<file path="config.mk">
export PLATFORM = sky130hd
export DESIGN_NAME = uart_rx
export DESIGN_NICKNAME = d
export VERILOG_FILES = /design/src/rtl/uart_pkg.sv /design/src/rtl/uart_rx_sampler.sv /design/src/rtl/uart_rx.sv
export SDC_FILE = /design/constraint.sdc
export NUM_CORES = 1
export LEC_CHECK = 0
export ABC_CLOCK_PERIOD_IN_PS = 4750
export BUFFER_PORTS_ARGS = -buffer_cell sky130_fd_sc_hd__buf_2
export CORE_MARGIN = 2
export CORE_UTILIZATION = 42
export DETAILED_ROUTE_END_ITERATION = 6
export GPL_ROUTABILITY_DRIVEN = 0
export GPL_TIMING_DRIVEN = 0
export RECOVER_POWER = 100
export SLEW_MARGIN = 15
export SYNTH_ARGS = -nofsm -noshare
export SYNTH_HDL_FRONTEND = slang
export SYNTH_HIERARCHICAL = 1
export SYNTH_SLANG_ARGS = --single-unit
</file>
<file path="constraint.sdc">
create_clock -name clk -period 4.75 [get_ports clk]
set_input_delay 0.2375 -clock clk [delete_from_list [all_inputs] [get_ports clk]]
set_output_delay 0.2375 -clock clk [all_outputs]
set_load 0.05 [all_outputs]
</file>
<file path="src/rtl/uart_pkg.sv">
// Shared definitions for the UART receiver.
//   - rx_state_e      : receiver FSM state encoding
//   - PRESCALE_*      : legal clocks-per-bit settings
//   - PAR_EVEN/PAR_ODD: parity-type select values
//   - legal_prescale  : maps illegal prescale settings onto 8
//   - majority3       : 2-of-3 vote used by the bit sampler
package uart_pkg;

    localparam int unsigned PRESCALE_W = 6;

    localparam logic [PRESCALE_W-1:0] PRESCALE_8  = 6'd8;
    localparam logic [PRESCALE_W-1:0] PRESCALE_16 = 6'd16;
    localparam logic [PRESCALE_W-1:0] PRESCALE_32 = 6'd32;

    localparam logic PAR_EVEN = 1'b0;
    localparam logic PAR_ODD  = 1'b1;

    typedef enum logic [2:0] {
        IDLE   = 3'd0,
        START  = 3'd1,
        DATA   = 3'd2,
        PARITY = 3'd3,
        STOP   = 3'd4
    } rx_state_e;

    // Anything other than 8/16/32 falls back to 8 clocks per bit.
    function automatic logic [PRESCALE_W-1:0] legal_prescale(input logic [PRESCALE_W-1:0] p);
        logic [PRESCALE_W-1:0] r;
        case (p)
            PRESCALE_8, PRESCALE_16, PRESCALE_32: r = p;
            default:                              r = PRESCALE_8;
        endcase
        return r;
    endfunction

    function automatic logic majority3(input logic a, input logic b, input logic c);
        return (a & b) | (a & c) | (b & c);
    endfunction

endpackage

</file>
<file path="src/rtl/uart_rx_sampler.sv">
// Per-bit edge counter and 3-sample majority vote.
// Ports:
//   clk, rst    : clock, asynchronous active-high reset
//   rx_in       : serial line
//   active      : high while a frame is being received; low holds the counter at 0
//   prescale    : clocks per bit (already legalised)
//   bit_val_c   : voted bit value, valid when bit_done_c is high
//   bit_done_c  : high in the last clock of each bit (edge count == prescale-1)
module uart_rx_sampler
    import uart_pkg::*;
(
    input  logic                  clk,
    input  logic                  rst,
    input  logic                  rx_in,
    input  logic                  active,
    input  logic [PRESCALE_W-1:0] prescale,
    output logic                  bit_val_c,
    output logic                  bit_done_c
);

    logic [PRESCALE_W-1:0] edge_cnt_q, edge_cnt_d;
    logic [2:0]            samp_q, samp_d;
    logic [PRESCALE_W-1:0] half_c, last_c;

    // Counter advance and mid-bit sample capture.
    always_comb begin
        half_c     = prescale >> 1;
        last_c     = prescale - PRESCALE_W'(1);
        edge_cnt_d = edge_cnt_q;
        samp_d     = samp_q;
        if (!active) begin
            edge_cnt_d = '0;
        end else begin
            if (edge_cnt_q == last_c) begin
                edge_cnt_d = '0;
            end else begin
                edge_cnt_d = edge_cnt_q + PRESCALE_W'(1);
            end
            if (edge_cnt_q == half_c - PRESCALE_W'(1)) begin
                samp_d[0] = rx_in;
            end
            if (edge_cnt_q == half_c) begin
                samp_d[1] = rx_in;
            end
            if (edge_cnt_q == half_c + PRESCALE_W'(1)) begin
                samp_d[2] = rx_in;
            end
        end
    end

    // Sample/counter state.
    always_ff @(posedge clk or posedge rst) begin
        if (rst) begin
            edge_cnt_q <= '0;
            samp_q     <= 3'b111;
        end else begin
            edge_cnt_q <= edge_cnt_d;
            samp_q     <= samp_d;
        end
    end

    // All three samples are taken well before the last count, so the vote is stable here.
    assign bit_done_c = active && (edge_cnt_q == last_c);
    assign bit_val_c  = majority3(samp_q[0], samp_q[1], samp_q[2]);

endmodule

</file>
<file path="src/rtl/uart_rx.sv">
// UART receiver: start detect, LSB-first data, optional parity, stop check.
// Ports:
//   clk, rst    : clock, asynchronous active-high reset
//   RX_IN       : serial line (idle high), already synchronised
//   Prescale    : clocks per bit, 8/16/32 (others treated as 8), latched at frame start
//   Par_En      : parity bit present, latched at frame start
//   Par_Typ     : 0 even, 1 odd, latched at frame start
//   P_DATA      : last good byte
//   Data_Valid  : one-clock pulse when P_DATA is loaded with a good frame
//   Par_Err     : parity error of the last completed frame
//   Stp_Err     : stop-bit error of the last completed frame
module uart_rx
    import uart_pkg::*;
#(
    parameter int unsigned DATA_WIDTH = 8
) (
    input  logic                  clk,
    input  logic                  rst,
    input  logic                  RX_IN,
    input  logic [5:0]            Prescale,
    input  logic                  Par_En,
    input  logic                  Par_Typ,
    output logic [DATA_WIDTH-1:0] P_DATA,
    output logic                  Data_Valid,
    output logic                  Par_Err,
    output logic                  Stp_Err
);

    localparam int unsigned IDX_W = (DATA_WIDTH > 1) ? $clog2(DATA_WIDTH) : 1;
    localparam logic [IDX_W-1:0] LAST_IDX = IDX_W'(DATA_WIDTH - 1);

    rx_state_e             state_q, state_d;
    logic [PRESCALE_W-1:0] prescale_q, prescale_d;
    logic                  par_en_q, par_en_d;
    logic                  par_typ_q, par_typ_d;
    logic [IDX_W-1:0]      bit_idx_q, bit_idx_d;
    logic [DATA_WIDTH-1:0] shift_q, shift_d;
    logic                  par_err_int_q, par_err_int_d;
    logic [DATA_WIDTH-1:0] p_data_q, p_data_d;
    logic                  data_valid_q, data_valid_d;
    logic                  par_err_q, par_err_d;
    logic                  stp_err_q, stp_err_d;

    logic                  start_frame;
    logic                  par_exp;
    logic                  frame_par_err;
    logic                  frame_stp_err;
    logic                  samp_active_c;
    logic                  samp_bit_c;
    logic                  samp_done_c;

    assign samp_active_c = (state_q != IDLE);

    uart_rx_sampler u_sampler (
        .clk        (clk),
        .rst        (rst),
        .rx_in      (RX_IN),
        .active     (samp_active_c),
        .prescale   (prescale_q),
        .bit_val_c  (samp_bit_c),
        .bit_done_c (samp_done_c)
    );

    // Next-state, datapath and output computation.
    always_comb begin
        state_d       = state_q;
        prescale_d    = prescale_q;
        par_en_d      = par_en_q;
        par_typ_d     = par_typ_q;
        bit_idx_d     = bit_idx_q;
        shift_d       = shift_q;
        par_err_int_d = par_err_int_q;
        p_data_d      = p_data_q;
        data_valid_d  = 1'b0;
        par_err_d     = par_err_q;
        stp_err_d     = stp_err_q;
        start_frame   = 1'b0;
        par_exp       = 1'b0;
        frame_par_err = 1'b0;
        frame_stp_err = 1'b0;

        case (state_q)
            IDLE: begin
                start_frame = ~RX_IN;
            end
            START: begin
                if (samp_done_c) begin
                    // A high vote means the falling edge was a glitch.
                    state_d = samp_bit_c ? IDLE : DATA;
                end
            end
            DATA: begin
                if (samp_done_c) begin
                    shift_d = {samp_bit_c, shift_q[DATA_WIDTH-1:1]};
                    if (bit_idx_q == LAST_IDX) begin
                        state_d = par_en_q ? PARITY : STOP;
                    end else begin
                        bit_idx_d = bit_idx_q + IDX_W'(1);
                    end
                end
            end
            PARITY: begin
                case (par_typ_q)
                    PAR_EVEN: par_exp = ^shift_q;
                    PAR_ODD:  par_exp = ~^shift_q;
                endcase
                if (samp_done_c) begin
                    if (samp_bit_c != par_exp) begin
                        par_err_int_d = 1'b1;
                    end
                    state_d = STOP;
                end
            end
            STOP: begin
                if (samp_done_c) begin
                    frame_par_err = par_en_q & par_err_int_q;
                    frame_stp_err = ~samp_bit_c;
                    par_err_d     = frame_par_err;
                    stp_err_d     = frame_stp_err;
                    if (!frame_par_err && !frame_stp_err) begin
                        p_data_d     = shift_q;
                        data_valid_d = 1'b1;
                    end
                    state_d = IDLE;
                    // The exit edge also samples the line as IDLE would, so a start bit
                    // that follows the stop bit with no gap keeps the bit-period spacing.
                    start_frame = ~RX_IN;
                end
            end
            default: begin
                state_d = IDLE;
            end
        endcase

        // Frame start: capture configuration and clear per-frame state.
        if (start_frame) begin
            state_d       = START;
            prescale_d    = legal_prescale(Prescale);
            par_en_d      = Par_En;
            par_typ_d     = Par_Typ;
            bit_idx_d     = '0;
            par_err_int_d = 1'b0;
        end
    end

    // State and output registers.
    always_ff @(posedge clk or posedge rst) begin
        if (rst) begin
            state_q       <= IDLE;
            prescale_q    <= PRESCALE_8;
            par_en_q      <= 1'b0;
            par_typ_q     <= PAR_EVEN;
            bit_idx_q     <= '0;
            shift_q       <= '0;
            par_err_int_q <= 1'b0;
            p_data_q      <= '0;
            data_valid_q  <= 1'b0;
            par_err_q     <= 1'b0;
            stp_err_q     <= 1'b0;
        end else begin
            state_q       <= state_d;
            prescale_q    <= prescale_d;
            par_en_q      <= par_en_d;
            par_typ_q     <= par_typ_d;
            bit_idx_q     <= bit_idx_d;
            shift_q       <= shift_d;
            par_err_int_q <= par_err_int_d;
            p_data_q      <= p_data_d;
            data_valid_q  <= data_valid_d;
            par_err_q     <= par_err_d;
            stp_err_q     <= stp_err_d;
        end
    end

    assign P_DATA     = p_data_q;
    assign Data_Valid = data_valid_q;
    assign Par_Err    = par_err_q;
    assign Stp_Err    = stp_err_q;

endmodule
</file>
==> summary.md <==
| Metric | Value |
|---|---|
| Total Power | `1.23 mW` |
| Final Cycle Share | `0.831` |
| Nets@finish | `280` |
| RSZ-0062 raised after global routing | `false` |
| I/O pins | `22` |
| Post-synth top area share | `0.394` |
| Final Max Tran Viols | `0` |
| Min Tclk post-route | `3.95 ns` |
| DR iter-0 viols | `54` |
| Critical path data required time | `4.93 ns` |
| Count leader, synth | `dfrtp_1` |
| Grt ovf | `0` |
| Post-synth cell types | `52` |
| Hold Vio Cnt, Final | `0` |
| Share of layout cells above drive strength 1 | `0.198` |
| CP Launch Type | `flip-flop` |
| FP Rows | `27` |
| DR pass1 iterations | `4` |
| Vias in the first global route | `1615` |
| Antenna viol nets, final | `0` |
| Worst Path Max Fanout | `9` |
| CP endpoint kind | `flip-flop` |
| Critical path buffers and inverters | `3` |
| Die Wd | `~81 um` |
| Type of the most critical hold path | `in2reg` |
| Mapped Area | `2480 um2` |
| Slew HR | `0.137` |
| IR drop worst, VDD | `229 uV` |
| Slowest-stage cell, CP | `and2_0` |
| Number of remaining DRC errors | `0` |
| Die area | `6530 um2` |
| Post-synth EDFFs | `0` |
| Hpwl dp | `3230 um` |
| Filler instances | `568` |
| ANT cells | `0` |
| Post-Syn Area per Cell | `~11 um2` |
| WL final | `4500 um` |
| Total number of vias | `1687` |
| Syn_nets | `251` |
| Vias/cell | `5.04` |
| Largest net degree at the start of global routing | `35` |
| CTS tree | `yes` |
| Area contributors post-synth | `dfrtp_1, mux2_2, xnor2_1` |
| Worst Tran Pin Value | `about 1.3 ns` |
| Synth area leader | `dfrtp_1` |
| Core area | `around 5600 um2` |
| Antenna violations before repair | `0` |
| Pwr Density | `454 nW/um2` |
| Core Util, Final | `0.485` |
| Fmax | `roughly 0.25 GHz` |
| Height of the die | `slightly above 80 um` |
| Drt wl/cell | `13.4 um` |
| Worst-path cell chain | `clkbuf_1 > inv_1 > ha_1 > a21boi_0 > xnor2_1 > nand3_1 > a2111oi_4 > and2_0 > and3_1 > clkbuf_1 > nand3_1 > mux2_2` |
| TritonCTS buffer count | `5` |
| First-pass GRT wire length | `7690 um` |
| Ys async rst share | `1.00` |
| CTS sink count | `43` |
| IO Port Bufs | `21` |
| Setup TNS Final | `0 ns` |
| #FFs+latches synth | `43` |
| Longest Clk Path Bufs | `2` |
| Initial Util | `0.442` |
| Clk_skew | `0.00744 ns` |
| Crit path DAT | `4.13 ns` |
| Synthesis-to-finish area growth | `9.80%` |
| Worst-path clk slew | `0.08 ns` |
| Status | `complete, no violations` |
| CP peak stage delay | `0.51 ns` |
| Gr usage total | `0.154` |
| # setup viols final | `0` |
| Leakage dissipation | `1.23 nW` |
| Top FF cell, synth | `dfrtp_1` |
| Ys Warns | `6` |
| CTS resizes | `0` |
| Root Buffer | `clkbuf_8` |
| Mapped Cells | `233` |
| H-tree depth | `2` |
| CP Class | `reg2reg` |
| CP delay by family, top | `simple AND/OR/NAND/NOR gates` |
| Synth cell count leaders | `dfrtp_1, nand2_1, xnor2_1` |
| Worst skew pair latency | `0.29 ns` |
| Max-Cap Viols | `0` |
| Sequential-to-total area share from yosys stat | `0.437` |
[flip-flops by register name, indices dropped and copies added, names as in the netlist, 3 cells and up]
signal and flops:
u_sampler/edge_cnt_q 6, state_q 3, bit_idx_q 3, u_sampler/samp_q 3, shift_q 8, P_DATA 8, prescale_q 6
[cells by family (layout without fill, tap and decap cells)]
group | after synthesis | count (layout) | synth area share
and+or+nand+nor | 72 | 72 | 0.158
adders and majority gates | 8 | 8 | 0.0394
AOI/OAI and AO/OA | 32 | 32 | 0.0996
muxes | 21 | 21 | 0.0945
DFF | 43 | 43 | 0.437
buffers and inverters | 25 | 55 | 0.0500
xor gates and xnor gates | 32 | 32 | 0.122
[routing by layer]
metal | vias up | global-route usage | wire length [um]
met2 | 13 | 0.244 | 2100
li1 | 858 | - | -
met1 | 812 | 0.214 | 2260
met5 | - | 0 | 0
met4 | 0 | 0.0525 | 38
met3 | 4 | 0.0267 | 103
[cell usage in the layout, fill, tap and decap left out, types with 2 or more instances in the layout]
cell / Yosys / final
dfrtp_1: 39 / 39
nand2_1: 22 / 22
xnor2_1: 22 / 22
mux2_2: 18 / 18
clkbuf_1: 1 / 18
nor2_1: 13 / 13
inv_1: 12 / 12
buf_2: 5 / 11
o21ai_0: 10 / 10
nand3_1: 8 / 9
xor2_1: 8 / 8
a21oi_1: 7 / 7
ha_1: 7 / 7
nor3b_1: 5 / 5
clkbuf_8: 0 / 5
buf_4: 4 / 4
dfstp_2: 4 / 4
o31ai_1: 3 / 3
and3_1: 3 / 3
and2_0: 0 / 3
mux2i_1: 2 / 2
nor3_1: 2 / 2
nand2b_1: 2 / 2
nand4_1: 2 / 2
[stage by stage]
stage	worst slack (ns)	hold slack (ns)	instance area, um2	cells
after global routing	0.461	0.137	2720	335
after CTS	1.21	0.124	2770	335
final	0.803	0.135	2720	335
after floorplan	1.71	0.0633	2480	233
after global placement	1.27	0.226	2670	326
after detailed placement	1.23	0.238	2670	326
[tightest hold or removal path, stage by stage]
cell,delay (ns)
buf_2,0.07
nand2_1,0.04
nand2_1,0.05
[repair_timing]
| item | CTS | global route |
|---|---|---|
| buffers inserted | 0 | 0 |
| hold endpoints to repair | 6 | 0 |
| hold buffers | 1 | 0 |
[area by class of cell]
type / count / area [um2] / area share
Tap cell: 72 / 90.1 / 0.0331
Clock buffer: 6 / 72.6 / 0.0267
Clock inverter: 2 / 12.5 / 0.00460
Buffer: 13 / 67.6 / 0.0249
Timing Repair Buffer: 22 / 100 / 0.0368
Sequential cell: 43 / 1080 / 0.398
Inverter: 12 / 45.0 / 0.0166
Multi-Input combinational cell: 165 / 1250 / 0.460
[power breakdown]
group	internal [mW]	total, mW	switching (mW)
registers	0.454	0.519	0.0659
clock network	0.103	0.224	0.121
logic	0.226	0.492	0.266
total	0.782	1.23	0.453
[final timing paths]
kind                               start                 endpoint  slack (ns)  depth (start not counted)
setup reg to reg           prescale_q[2]                P_DATA[4]        0.80                         12
min in group asynchronous            rst  u_sampler/edge_cnt_q[1]        0.45                          3
hold reg to reg            prescale_q[4]            prescale_q[4]        0.49                          2
hold / removal                   Par_Typ                par_typ_q        0.14                          3
max in group asynchronous            rst            prescale_q[2]        3.14                          3
setup / recovery           prescale_q[2]                P_DATA[4]        0.80                         12
No activity file was read; power rests on OpenSTA's default activity.
